`config.mk`:
```
export PLATFORM = sky130hd
export DESIGN_NAME = logic_unit_arbiter
export DESIGN_NICKNAME = d
export VERILOG_FILES = /design/src/rtl/logic_unit_arbiter.sv
export SDC_FILE = /design/constraint.sdc
export NUM_CORES = 1
export LEC_CHECK = 0
export BUFFER_PORTS_ARGS = -buffer_cell sky130_fd_sc_hd__buf_2
export CORE_ASPECT_RATIO = 0.7
export CORE_MARGIN = 2
export CORE_UTILIZATION = 40
export CTS_BUF_LIST = sky130_fd_sc_hd__clkbuf_16
export DETAILED_ROUTE_END_ITERATION = 7
export PLACE_DENSITY_LB_ADDON = 0.1
export SKIP_CTS_REPAIR_TIMING = 1
export SYNTH_ARGS = -nofsm -noshare
export SYNTH_HDL_FRONTEND = slang
export SYNTH_SLANG_ARGS = --single-unit
```
`constraint.sdc`:
```
create_clock -name clk -period 2 [get_ports clk]
set_input_delay 0.3 -clock clk [delete_from_list [all_inputs] [get_ports clk]]
set_output_delay 0.3 -clock clk [all_outputs]
set_load 0.03 [all_outputs]
```
`src/rtl/logic_unit_arbiter.sv`:
```
// Round-robin arbiter sharing one registered bitwise logic unit among
// NREQ requesters; results come back tagged with the owning requester id.
module logic_unit_arbiter #(
    parameter int NREQ  = 4,
    parameter int WIDTH = 8,
    parameter int IDW   = 2
) (
    input  logic                  clk,
    input  logic                  rst_n,
    input  logic [NREQ-1:0]       req,
    input  logic [NREQ*WIDTH-1:0] op_a,
    input  logic [NREQ*WIDTH-1:0] op_b,
    input  logic [NREQ*3-1:0]     op_sel,
    output logic [NREQ-1:0]       gnt,
    output logic                  res_valid,
    output logic [WIDTH-1:0]      res_data,
    output logic [IDW-1:0]        res_id,
    output logic                  res_err,
    output logic                  busy
);

    typedef enum logic [1:0] {
        IDLE = 2'd0,
        GNT  = 2'd1,
        RSP  = 2'd2
    } state_t;

    state_t           state_q;
    state_t           state_d;
    logic [IDW-1:0]   last_q;
    logic [IDW-1:0]   id_q;
    logic [IDW-1:0]   win;
    logic             hit;
    logic             arb;
    logic [WIDTH-1:0] a_q;
    logic [WIDTH-1:0] b_q;
    logic [2:0]       sel_q;
    logic [WIDTH-1:0] data_q;
    logic [IDW-1:0]   res_id_q;
    logic             err_q;
    logic [WIDTH-1:0] alu;
    logic             alu_err;

    // Scan starts just after the last winner so every requester gets a turn.
    always_comb begin
        win = '0;
        hit = 1'b0;
        for (int k = 1; k <= NREQ; k++) begin
            if (!hit && req[(int'(last_q) + k) % NREQ]) begin
                hit = 1'b1;
                win = IDW'((int'(last_q) + k) % NREQ);
            end
        end
    end

    assign arb = hit && (state_q != GNT);

    always_comb begin
        state_d = state_q;
        unique case (state_q)
            IDLE:    state_d = arb ? GNT : IDLE;
            GNT:     state_d = RSP;
            RSP:     state_d = arb ? GNT : IDLE;
            default: state_d = IDLE;
        endcase
    end

    always_comb begin
        alu     = '0;
        alu_err = 1'b0;
        unique case (sel_q)
            3'd0: alu = a_q & b_q;
            3'd1: alu = a_q | b_q;
            3'd2: alu = ~(a_q & b_q);
            3'd3: alu = ~(a_q | b_q);
            3'd4: alu = a_q ^ b_q;
            3'd5: alu = ~(a_q ^ b_q);
            3'd6: alu = ~a_q;
            3'd7: alu_err = 1'b1;
            default: alu = '0;
        endcase
    end

    always_ff @(posedge clk or negedge rst_n) begin
        if (!rst_n) begin
            state_q  <= IDLE;
            last_q   <= IDW'(NREQ - 1);
            id_q     <= '0;
            a_q      <= '0;
            b_q      <= '0;
            sel_q    <= '0;
            data_q   <= '0;
            res_id_q <= '0;
            err_q    <= 1'b0;
        end else begin
            state_q <= state_d;
            if (arb) begin
                last_q <= win;
                id_q   <= win;
                a_q    <= op_a[int'(win)*WIDTH +: WIDTH];
                b_q    <= op_b[int'(win)*WIDTH +: WIDTH];
                sel_q  <= op_sel[int'(win)*3 +: 3];
            end
            if (state_q == GNT) begin
                data_q   <= alu;
                res_id_q <= id_q;
                err_q    <= alu_err;
            end
        end
    end

    assign gnt       = (state_q == GNT) ? (NREQ'(1) << id_q) : '0;
    assign res_valid = (state_q == RSP);
    assign res_err   = res_valid & err_q;
    assign res_data  = data_q;
    assign res_id    = res_id_q;
    assign busy      = (state_q != IDLE);

endmodule

```
==> metrics.md <==
| Metric | Value |
|---|---|
| Status | finished clean |
| Static Leak | 1.72 nW |
| Max Buffers Root-to-Sink | 2 |
| I/O pin count | 99 |
| Via Count | 2,327 |
| Critical Path Start Type | flip-flop |
| Vias in the first global route | 2,268 |
| Seq/Total Area, Yosys | 0.343 |
| Switching share of power | 0.433 |
| Share of total power in sequential cells | 0.267 |
| Smallest hold slack | 111 ps |
| Slew @ Worst Pin | 823 ps |
| Diodes inserted | 0 |
| FMAX | 0.536 GHz |
| Initial core utilization | 0.417 |
| Worst stage delay on the critical path | 530 ps |
| Switching Power | 2.35 mW |
| Clock tree from TritonCTS | built |
| Overall power | 5.42 mW |
| Critical path's top delay family | compound AO/OA/AOI/OAI gates |
| Vias per inst | 5.14 |
| Initial antenna violation count | 0 |
| Mapped Cells | 276 |
| Max-cap viol count | 0 |
| Post-Syn Nets | 374 |
| Routed wire length | 6330 µm |
| Min-delay worst type | in2async |
| Crit path buf inv count | 1 |
| Most frequent cells in the layout | 98 x buf_2, 40 x mux2i_1, 34 x dfrtp_1, 32 x nand2_1, 19 x nor2_1 |
| Port Buffers | 98 |
| Fin Setup TNS | 0 ps |
| Clk_lat worst skew | 280 ps |
| Crit. End Element | flip-flop |
| Layout Cells excl Fill | 453 |
| Die Wd | 101 µm |
| Synth Cell Area | 0.00263 mm² |
| DRT antenna net count | 0 |
| Total track usage | 0.189 |
| Setup CP Type | reg2reg |
| TritonRoute pass-1 iters | 4 |
| Placed instance count | 445 |
| Final Core Density | 0.536 |
| Unique masters post-synth | 40 |
| Final hold vios | 0 |
| Final-stage net count | 472 |
| Place WS | 91.0 ps |
| Unrepaired setup endpoints after global routing | false |
| Root buf cell | clkbuf_16 |
| Worst Slack Setup Final | 133 ps |
| Worst Path Required | 2140 ps |
| VDD IR-drop max | 0.464 mV |
| Clock sinks | 36 |
| Commonest non-fill, non-tap cell in the layout | buf_2 |
| Slew headroom | 0.451 |
| Worst-path clk slew | 60 ps |
| Worst EP arrival | 2000 ps |
| Initial DRC count | 80 |
| Register bit count reported by yosys | 36 |
| Min Clock Period, post-route | 1870 ps |
| Cell row count | 24 |
| Layout area overhead | 28.4% |
| PD cells | 1600 mW/mm² |
| Total die area | 0.00725 mm² |
| Final Setup Violations | 0 |
| Fin. max-slew vios | 0 |
| H-tree depth | 2 |
| Placer congestion estimate | 0.772 |
| CP max FO | 24 |
| Slowest CP cell | dfstp_2 |
| Core area | 0.00631 mm² |
| Syn. warnings | 0 |
| Internal Power | 3.07 mW |
| Post-detailed-placement half-perimeter wirelength | 4860 µm |
| Combinational Power Share | 0.568 |
| Gr ovfl total | 0 |
| First-pass GRT wire length | 10,700 µm |
| Final instance area | 0.00338 mm² |
| DR WL/cell | 14.0 µm |
| Syn_area_per_cell | 9.53 µm² |
| Drc violations | 0 |
| Clk network pwr share | 0.164 |
| Critical-path cell list | nand2b_1, o21ai_1, a211oi_4, buf_12, mux2i_1, o221ai_1 |
| Num CTS Buffers | 5 |
| Die H | 71.9 µm |
| Layout cells sized above 1 | 0.363 |
| Crit share post-route | 0.933 |
| Largest net degree at the start of global routing | 37 |
| Final Skew | 5.07 ps |
| Placement Cell Area | 0.00321 mm² |
## Yosys cell counts (all sizes together)
master,instances,share of area
xor2,1,0.0033
ha,16,0.076
mux2,4,0.017
o221ai,21,0.087
o21a,1,0.0029
a31oi,1,0.0024
nand3,2,0.0038
nor2b,1,0.0024
nor4,1,0.0024
a211oi,3,0.013
nand2b,4,0.010
and3,1,0.0024
a21oi,13,0.025
nor3,3,0.0057
inv,18,0.026
xnor2,8,0.027
or2,3,0.0071
o21ai,10,0.019
o22ai,1,0.0024
dfrtp,34,0.32
clkbuf,8,0.011
a22oi,2,0.0057
nor2,19,0.027
nor3b,2,0.0057
buf,11,0.032
mux2i,40,0.15
a22o,7,0.023
dfstp,2,0.020
nand2,33,0.048
o211ai,5,0.014
and2,1,0.0024
## layer usage
metal	vias up	part of all wire	global-route usage
li1	1189	-	-
met1	1048	0.53	0.281
met2	82	0.40	0.272
met3	8	0.063	0.0420
met4	0	0.014	0.0586
met5	-	0	0
## logic make-up (layout without fill, tap and decap cells)
kind of cell / after synthesis / after routing / share of synthesized area
mux: 44 / 44 / 0.169
fa+ha+maj: 16 / 16 / 0.0761
buf+inv: 37 / 136 / 0.0694
xor+xnor: 9 / 9 / 0.0300
compound gates: 64 / 64 / 0.194
flops: 36 / 36 / 0.343
simple gates: 70 / 70 / 0.117
## power groups by stage
stage                     combinational, mW  clock, mW  sequential (mW)
after global placement                 3.01          0             1.46
after floorplan                        2.33          0             1.50
after global routing                   3.47      0.935             1.52
after detailed placement               3.08          0             1.47
after CTS                              3.10      0.909             1.46
final                                  3.08      0.891             1.45
## path summary, 6_finish.rpt
check                                      start                       to  slack, ps  cells after the start
setup / recovery           last_q[0]$_DFFE_PN1P_       a_q[0]$_DFFE_PN0P_        130                      6
hold / removal                             rst_n    res_id[0]$_DFFE_PN0P_        110                      1
setup reg to reg           last_q[0]$_DFFE_PN1P_       a_q[0]$_DFFE_PN0P_        130                      6
hold reg to reg            res_id[0]$_DFFE_PN0P_    res_id[0]$_DFFE_PN0P_        470                      2
max in group asynchronous                  rst_n  res_data[4]$_DFFE_PN0P_       1370                      1
min in group clk                        op_b[14]       b_q[6]$_DFFE_PN0P_        340                      3
## cell type report
class | instances | area, µm²
sequential | 36 | 903
multi-input combinational | 203 | 1550
fill | 598 | 2930
tap | 78 | 97.6
clock buffer | 5 | 125
timing repair buffer | 110 | 597
inverter | 18 | 67.6
clock inverter | 3 | 42.5
## worst register-to-register path: stages, from the launching register on
cell	delay, ps
dfstp_2	530
nand2b_1	110
o21ai_1	100
a211oi_4	320
buf_12	240
mux2i_1	280
o221ai_1	140
## sequential cells by signal, summed over array words and instances, names as in the netlist
register  flops
b_q           8
sel_q         3
a_q           8
res_data      8
res_id        2
state_q       2
id_q          2
last_q        2
err_q         1
No activity file was read; power rests on OpenSTA's default activity.
